### src/rtl/ps2_pkg.sv
// Shared types and constants for the PS/2 keyboard receiver.
package ps2_pkg;

  typedef enum logic [1:0] {
    ST_IDLE,
    ST_DATA,
    ST_PARITY,
    ST_STOP
  } ps2_state_t;

  localparam logic [7:0] PS2_BREAK_CODE = 8'hF0;
  localparam logic [7:0] PS2_EXT_CODE   = 8'hE0;
  localparam int         PS2_FRAME_BITS = 11;

endpackage

### src/rtl/ps2_byte_fifo.sv
// First-word-fall-through byte FIFO; a push into a full FIFO without a
// simultaneous pop is dropped and flagged with a one-cycle overflow pulse.
module ps2_byte_fifo #(
  parameter int DEPTH = 8
) (
  input  logic                     i_clk,
  input  logic                     i_rst_n,
  input  logic                     i_push,
  input  logic [7:0]               i_data,
  input  logic                     i_pop,
  output logic [7:0]               o_data,
  output logic                     o_valid,
  output logic [$clog2(DEPTH):0]   o_level,
  output logic                     o_overflow
);

  localparam int AW = $clog2(DEPTH);

  logic [7:0]  r_mem [DEPTH];
  logic [AW-1:0] r_wr_ptr, r_rd_ptr;
  logic [AW:0]   r_level;
  logic          r_overflow;
  logic          w_full, w_empty, w_pop, w_wr;

  assign w_full  = (r_level == (AW+1)'(DEPTH));
  assign w_empty = (r_level == '0);
  assign w_pop   = i_pop & ~w_empty;
  // A full FIFO still accepts a push when the head leaves in the same cycle.
  assign w_wr    = i_push & (~w_full | w_pop);

  always_ff @(posedge i_clk or negedge i_rst_n) begin
    if (!i_rst_n) begin
      for (int i = 0; i < DEPTH; i++) r_mem[i] <= '0;
      r_wr_ptr   <= '0;
      r_rd_ptr   <= '0;
      r_level    <= '0;
      r_overflow <= 1'b0;
    end else begin
      if (w_wr) begin
        r_mem[r_wr_ptr] <= i_data;
        r_wr_ptr        <= r_wr_ptr + 1'b1;
      end
      if (w_pop) r_rd_ptr <= r_rd_ptr + 1'b1;
      case ({w_wr, w_pop})
        2'b10:   r_level <= r_level + 1'b1;
        2'b01:   r_level <= r_level - 1'b1;
        default: r_level <= r_level;
      endcase
      r_overflow <= i_push & w_full & ~w_pop;
    end
  end

  assign o_data     = r_mem[r_rd_ptr];
  assign o_valid    = ~w_empty;
  assign o_level    = r_level;
  assign o_overflow = r_overflow;

endmodule

### src/rtl/ps2_keyboard_rx.sv
// PS/2 keyboard receiver: pin sync, clock glitch filter, frame FSM, timeout.
// Define PS2_BREAK_FILTER_EN to drop break codes (0xF0 and the byte after it).
//
// state     | meaning
// ST_IDLE   | waiting for a start bit (strobe with data low)
// ST_DATA   | shifting in 8 data bits, LSB first
// ST_PARITY | capturing the parity bit
// ST_STOP   | checking stop bit and odd parity, then push or flag error
module ps2_keyboard_rx
  import ps2_pkg::*;
#(
  parameter int FILTER_LEN     = 8,
  parameter int TIMEOUT_CYCLES = 50000,
  parameter int FIFO_DEPTH     = 8
) (
  input  logic                          i_clk,
  input  logic                          i_rst_n,
  input  logic                          i_ps2_clk,
  input  logic                          i_ps2_data,
  output logic [7:0]                    o_rx_data,
  output logic                          o_rx_valid,
  input  logic                          i_rx_ready,
  output logic                          o_frame_err,
  output logic                          o_overflow,
  output logic [$clog2(FIFO_DEPTH):0]   o_fifo_level
);

  localparam int              TW            = $clog2(TIMEOUT_CYCLES + 1);
  localparam logic [TW-1:0]   TMO_LOAD      = TW'(TIMEOUT_CYCLES - 1);
  localparam logic [2:0]      LAST_DATA_BIT = 3'(PS2_FRAME_BITS - 4);

  logic [1:0]            r_clk_sync, r_dat_sync;
  logic [FILTER_LEN-1:0] r_filt_sr;
  logic [FILTER_LEN-1:0] w_filt_sr_next;
  logic                  r_filt_clk, w_filt_clk_next;
  logic                  r_strobe;
  logic                  w_bit;

  ps2_state_t            r_state, w_state_next;
  logic [7:0]            r_shift;
  logic [2:0]            r_bit_cnt;
  logic                  r_parity;
  logic [TW-1:0]         r_tmo_cnt;
  logic                  w_good, w_err, w_drop;
  logic                  r_frame_err, r_push;
  logic [7:0]            r_push_data;

  assign w_filt_sr_next = {r_filt_sr[FILTER_LEN-2:0], r_clk_sync[1]};
  assign w_bit          = r_dat_sync[1];

  always_comb begin
    w_filt_clk_next = r_filt_clk;
    if (w_filt_sr_next == '0)      w_filt_clk_next = 1'b0;
    else if (&w_filt_sr_next)      w_filt_clk_next = 1'b1;
  end

  // Sync flops and filter start idle-high so reset never fakes a falling edge.
  always_ff @(posedge i_clk or negedge i_rst_n) begin
    if (!i_rst_n) begin
      r_clk_sync <= 2'b11;
      r_dat_sync <= 2'b11;
      r_filt_sr  <= '1;
      r_filt_clk <= 1'b1;
      r_strobe   <= 1'b0;
    end else begin
      r_clk_sync <= {r_clk_sync[0], i_ps2_clk};
      r_dat_sync <= {r_dat_sync[0], i_ps2_data};
      r_filt_sr  <= w_filt_sr_next;
      r_filt_clk <= w_filt_clk_next;
      r_strobe   <= r_filt_clk & ~w_filt_clk_next;
    end
  end

  always_ff @(posedge i_clk or negedge i_rst_n) begin
    if (!i_rst_n) r_state <= ST_IDLE;
    else          r_state <= w_state_next;
  end

  always_comb begin
    w_state_next = r_state;
    w_good       = 1'b0;
    w_err        = 1'b0;
    case (r_state)
      ST_IDLE:   if (r_strobe && !w_bit) w_state_next = ST_DATA;
      ST_DATA:   if (r_strobe && r_bit_cnt == LAST_DATA_BIT) w_state_next = ST_PARITY;
      ST_PARITY: if (r_strobe) w_state_next = ST_STOP;
      ST_STOP: begin
        if (r_strobe) begin
          w_state_next = ST_IDLE;
          if (w_bit && (^{r_parity, r_shift})) w_good = 1'b1;
          else                                  w_err  = 1'b1;
        end
      end
      default:   w_state_next = ST_IDLE;
    endcase
    if (r_state != ST_IDLE && !r_strobe && r_tmo_cnt == '0) begin
      w_state_next = ST_IDLE;
      w_good       = 1'b0;
      w_err        = 1'b1;
    end
  end

`ifdef PS2_BREAK_FILTER_EN
  logic r_brk_flag;

  assign w_drop = (r_shift == PS2_BREAK_CODE) ||
                  (r_brk_flag && r_shift != PS2_EXT_CODE);

  always_ff @(posedge i_clk or negedge i_rst_n) begin
    if (!i_rst_n)    r_brk_flag <= 1'b0;
    else if (w_err)  r_brk_flag <= 1'b0;
    else if (w_good) begin
      if (r_shift == PS2_BREAK_CODE)    r_brk_flag <= 1'b1;
      else if (r_shift != PS2_EXT_CODE) r_brk_flag <= 1'b0;
    end
  end
`else
  assign w_drop = 1'b0;
`endif

  always_ff @(posedge i_clk or negedge i_rst_n) begin
    if (!i_rst_n) begin
      r_shift     <= '0;
      r_bit_cnt   <= '0;
      r_parity    <= 1'b0;
      r_tmo_cnt   <= TMO_LOAD;
      r_frame_err <= 1'b0;
      r_push      <= 1'b0;
      r_push_data <= '0;
    end else begin
      if (r_strobe) begin
        case (r_state)
          ST_IDLE: begin
            r_shift   <= '0;
            r_bit_cnt <= '0;
          end
          ST_DATA: begin
            r_shift   <= {w_bit, r_shift[7:1]};
            r_bit_cnt <= r_bit_cnt + 1'b1;
          end
          ST_PARITY: r_parity <= w_bit;
          default:   r_parity <= r_parity;
        endcase
      end
      // Down-counter reloads on each strobe; reaching zero mid-frame is the timeout.
      if (r_state == ST_IDLE || r_strobe) r_tmo_cnt <= TMO_LOAD;
      else if (r_tmo_cnt != '0)           r_tmo_cnt <= r_tmo_cnt - 1'b1;
      r_frame_err <= w_err;
      r_push      <= w_good & ~w_drop;
      r_push_data <= r_shift;
    end
  end

  ps2_byte_fifo #(.DEPTH(FIFO_DEPTH)) u_fifo (
    .i_clk      (i_clk),
    .i_rst_n    (i_rst_n),
    .i_push     (r_push),
    .i_data     (r_push_data),
    .i_pop      (i_rx_ready),
    .o_data     (o_rx_data),
    .o_valid    (o_rx_valid),
    .o_level    (o_fifo_level),
    .o_overflow (o_overflow)
  );

  assign o_frame_err = r_frame_err;

endmodule

### config.mk
export PLATFORM = sky130hd
export DESIGN_NAME = ps2_keyboard_rx
export DESIGN_NICKNAME = d
export VERILOG_FILES = /design/src/rtl/ps2_pkg.sv /design/src/rtl/ps2_byte_fifo.sv /design/src/rtl/ps2_keyboard_rx.sv
export SDC_FILE = /design/constraint.sdc
export NUM_CORES = 1
export LEC_CHECK = 0
export BUFFER_PORTS_ARGS = -buffer_cell sky130_fd_sc_hd__buf_2
export CAP_MARGIN = 40
export CORE_MARGIN = 2
export CORE_UTILIZATION = 47
export CTS_CLUSTER_SIZE = 8
export DETAILED_ROUTE_END_ITERATION = 10
export GPL_ROUTABILITY_DRIVEN = 0
export SKIP_LAST_GASP = 1
export SLEW_MARGIN = 40
export SYNTH_ARGS = -nofsm -noshare
export SYNTH_HDL_FRONTEND = slang
export SYNTH_SLANG_ARGS = --single-unit
### constraint.sdc
create_clock -name i_clk -period 3 [get_ports i_clk]
set_input_delay 0.45 -clock i_clk [delete_from_list [all_inputs] [get_ports i_clk]]
set_output_delay 0.45 -clock i_clk [all_outputs]
set_load 0.02 [all_outputs]
* Word-level counts from Yosys, hierarchy flattened
Index checks and enable logic that the tools add are counted.
** Cells by class
- Add/sub/neg operators :: 6
- Order comparisons :: 3
- Equal/unequal tests :: 11
- Multiplexer cells :: 27
- Bitwise gates (word level) :: 12
- Reductions and logical operators :: 23
** Operator list (count)
- 64-bit bitwise mux :: 1
- 16-bit 2-to-1 mux :: 2
- 8-bit binary-select mux with 3-bit select :: 1
- 8-bit demux with 3-bit select :: 1
- 8-bit 2-to-1 mux :: 3
- 16-bit zero test :: 1
- 8-bit case mux with 2 select lines :: 1
- 16-bit nonzero test :: 1
- 16-bit by 1-bit subtractor with 16-bit output (second input constant) :: 1
- 3-bit != test (second input constant) :: 4
- 1-bit 2-to-1 mux :: 10
- 2-bit 2-to-1 mux :: 5
- 3-bit by 1-bit adder with 3-bit output (second input constant) :: 3
- 9-bit parity :: 1
- 4-bit greater-or-equal comparator (second input constant) :: 2
- 8-bit zero test :: 1
- 3-bit inverter with 4-bit output :: 2
- 2-bit case mux with 4 select lines :: 1
- 4-bit case mux with 2 select lines :: 1
- 8-bit AND reduction :: 1
- 2-bit nonzero test :: 4
- 2-bit equality test (second input constant) :: 3
- 1-bit logical AND :: 6
- 3-bit case mux with 2 select lines :: 1
- 15 further kinds :: 25
** Word-level totals
- Register bits after elaboration :: 128
- Input bits :: 5
- Output and inout bits :: 15

* Depth between registers and ports, before layout
- Depth in word-level cells :: 7
- Gate-level depth with buffers :: 8
- Depth with buffers taken out :: 7

* By module
Synthesis repeated with hierarchy kept, for this count alone.
** Unflattened totals
- Cells, all modules :: 438
- Area total of the unflattened synthesis :: 6057.1 um^2
** Modules (own cells, without submodules)
- ps2_byte_fifo :: times used 1, cells each 233, area each 3664.8 um^2
- ps2_keyboard_rx :: times used 1, cells each 205, area each 2392.3 um^2

* Least setup slack after synthesis
Ideal clock, no wire load.
- Path type :: register to output
- Start :: reg u_fifo.r_rd_ptr[0]
- End :: out o_rx_data[0]
- Arrival time :: 1.948 ns
- Setup slack :: 0.602 ns
- Cell stages (with the launch flop) :: 5
- Buffers on the path :: 2
- Cells stage by stage :: dfrtp_1 > clkbuf_1 > buf_2 > mux4_2 > mux2_2
** Between the ends
- Cells in the longest elaborated chain, start to end :: 4
** RTL lines
- start: declaration :: line ps2_byte_fifo.sv:20 : logic [AW-1:0] r_wr_ptr, r_rd_ptr;
- start signal: assignment :: line ps2_byte_fifo.sv:43 : if (w_pop) r_rd_ptr <= r_rd_ptr + 1'b1;
- 3-bit inverter with 4-bit output (implied by the code) :: line ps2_byte_fifo.sv:53 : assign o_data = r_mem[r_rd_ptr];
- 8-bit binary-select mux with 3-bit select :: line ps2_byte_fifo.sv:53
- 8-bit 2-to-1 mux (implied by the code) (2 in a row) :: line ps2_byte_fifo.sv:53
- end: declaration :: line ps2_keyboard_rx.sv:20 : output logic [7:0] o_rx_data,
Every way passes these cells. The select of a mux whose other input is x is not followed.

* Final worst setup path
Same ends and word-level chain as after synthesis.

==> results.cfg <==
[run_status]
status = complete, no violations

[clock_tree]
clk_path_buf_depth = 2
cts-buffers-inserted = 17
h-tree-depth = 4
cts.clk_slew.worst_paths_ns = 0.05
clock_latency_ns = 0.41
cts.sinks = 128
cts_resized = 0
post-cts-setup-buffer-count = 0
hold_buffers = 0
cts_root_buf = clkbuf_16
cts_tree = yes

[yosys]
synth_cells = 413
syn_area_per_cell_um2 = 14.01
yosys_warnings = 0
synth_seq_cells = 128
synth_cell_types = 61
syn-num-nets = 429
ys.flop_type = dfrtp_1
ys_seq_area_share_pct = 55.83
ys_async_sr_fraction_pct = 100.0
synth_area_mm2 = 0.005784
synth_edf_count = 0

[cells_and_area]
final_common_cell = dfrtp_1
nets = 457
fillers = 1033
syn_to_final_growth_pct = 15.16
final_cells = 600
final_util_pct = 55.46
drive_above_1_share_pct = 40.40
num_antenna_cells = 0
layout_common_cells = dfrtp_1 (106), mux2_2 (76), dfstp_2 (21), buf_2 (18), clkbuf_16 (17)

[sta]
finalCritPeriodShare_pct = 87.49
hold_ws_ns = 0.02929
rsz0062_at_grt = false
hold_viol = 0
setup_viol = 0
clock.fmax_mhz = 381.0
period_needed_ns = 2.625
relSlewSlack_pct = 58.65
worst_pin_slew_ns = 0.6185
tns_ns = 0
fin_skew_ns = 0.006086
report.final.slew_viol_count = 0

[setup_path]
worst-path-max-fanout = 16
crit_family = multiplexers
reg2regPathDepth = 4
cp.arrival_ns = 2.17
cp.depth = 4
crit_chain = buf_4 > mux4_2 > mux2_2 > buf_2
max_stage_delay_ns = 0.56
crit_buf_inv = 2
critPathKind = register to primary output
critPathLaunchType = register
r2r_slack_ns = 0.69
cp-end-kind = primary output
crit_required_ns = 2.55
critPathSlowestCell = mux4_2

[grt]
grt_max_degree = 58
overflow = 0
grt_pass1_vias = 3603
antenna_found_initial = 0
gr-usage-all-layers_pct = 18.69
grt_pass1_wl_um = 18660

[min_path]
hp-class = input pin to asynchronous set/reset pin

[power]
clkPwrFrac_pct = 53.1
ir_drop_mv = 0.4223
power.switching_mw = 0.7333
power_density_mw_per_mm2 = 575.7
power_mw = 3.835
p_seq_share_pct = 45.7
p_leak_nw = 3.117
p_comb_share_pct = 1.2
p_int_mw = 3.102
switching_share_pct = 19.12

[placed_design]
dp_cells = 569
portBuffers = 19
hpwl_um = 7064

[flow_run]
maxCapViolCount = 0

[die]
die_width_um = 114.9
coreArea_mm2 = 0.01201
start_util_pct = 48.16
num_rows = 40
dieArea_mm2 = 0.01321
fp.dieH_um = 114.9
ioPinCount = 20

[routing]
vias_per_cell = 5.828
vias = 3497
drt-initial-drc-count = 193
final_antenna_net_count = 0
drt_wl_total_um = 10960
wl_per_cell_um = 18.27
dr.pass1.iters = 4
drcViolationCount = 0
==> metal layers <==
| layer | wire [um] | global-route usage [%] | vias up |
|---|---|---|---|
| li1 | - | - | 1617 |
| met1 | 4913 | 24.41 | 1815 |
| met2 | 5518 | 29.49 | 51 |
| met3 | 360 | 6.009 | 14 |
| met4 | 167 | 6.908 | 0 |
| met5 | 0 | 0 | - |
==> final cells by class <==
type                    instances  area [um2]  share of cell area, %
flip-flops and latches        128        3231                  48.50
well taps                     147       183.9                  2.761
multi-input cells             260        2456                  36.87
clock buffers                  26       519.2                  7.795
clock inverters                 5       75.07                  1.127
inverters                       7       26.28                 0.3944
repair buffers                 27       170.2                  2.554
==> sequential cells by signal, summed over array words and instances, names as in the netlist, 2 cells and up <==
register	flops
u_fifo.r_rd_ptr	3
r_bit_cnt	3
r_filt_sr	7
r_state	2
u_fifo.r_mem	64
u_fifo.o_level	4
r_tmo_cnt	16
r_dat_sync	2
r_push_data	8
u_fifo.r_wr_ptr	3
r_clk_sync	2
r_shift	8
==> power by group through the flow <==
| stage | logic, mW | registers [mW] | clock network (mW) |
|---|---|---|---|
| after CTS | 0.0510 | 1.75 | 2.09 |
| after global routing | 0.0570 | 1.75 | 2.17 |
| after floorplan | 0.00660 | 1.78 | 0 |
| after global placement | 0.0501 | 1.78 | 0 |
| after detailed placement | 0.0509 | 1.78 | 0 |
| final | 0.0473 | 1.75 | 2.03 |
==> final timing paths <==
path / start / to
max: u_fifo.r_rd_ptr[0]$_DFFE_PN0N_ / o_rx_data[0]
min: i_rst_n / u_fifo.r_mem[29]$_DFFE_PN0P_
max reg2reg: u_fifo.o_level[3]$_DFFE_PN0P_ / u_fifo.r_mem[1]$_DFFE_PN0P_
min reg2reg: r_dat_sync[0]$_DFF_PN1_ / r_dat_sync[1]$_DFF_PN1_
max in group asynchronous: i_rst_n / r_filt_sr[4]$_DFF_PN1_
min in group i_clk: i_ps2_clk / r_clk_sync[0]$_DFF_PN1_
==> synthesized netlist by cell type (6+ instances only) <==
master / number / share of area (%)
dfrtp_1: 107 / 46
mux2_2: 76 / 15
dfstp_2: 21 / 9.5
mux4_2: 16 / 6.2
nand2_1: 16 / 1.0
nor2_1: 14 / 0.91
ha_1: 11 / 2.4
a21oi_1: 10 / 0.87
a22o_1: 10 / 1.5
clkbuf_1: 10 / 0.65
xnor2_1: 8 / 1.2
inv_1: 7 / 0.45
nand3_1: 7 / 0.61
nor4_1: 7 / 0.76
o21ai_0: 6 / 0.52
o31ai_1: 6 / 0.78
==> cells by family after synthesis <==
family                   count (synthesis)  synth area share (%)
flip-flops                             128                 55.83
multiplexers                            93                 21.20
adder cells (fa/ha/maj)                 11                 2.379
AND/OR/NAND/NOR                         88                 9.388
XOR/XNOR                                14                 2.596
AO/OA/AOI/OAI                           54                 6.857
buffers and inverters                   25                 1.752
==> per-stage QoR <==
stage / setup WS [ns] / cell area, um2
after floorplan: 0.6019 / 5784
after global placement: 0.3235 / 6063
after detailed placement: 0.5867 / 6063
after CTS: 0.2974 / 6658
after global routing: 0.2727 / 6661
final: 0.3753 / 6661
(Power assumes the default switching activity.)
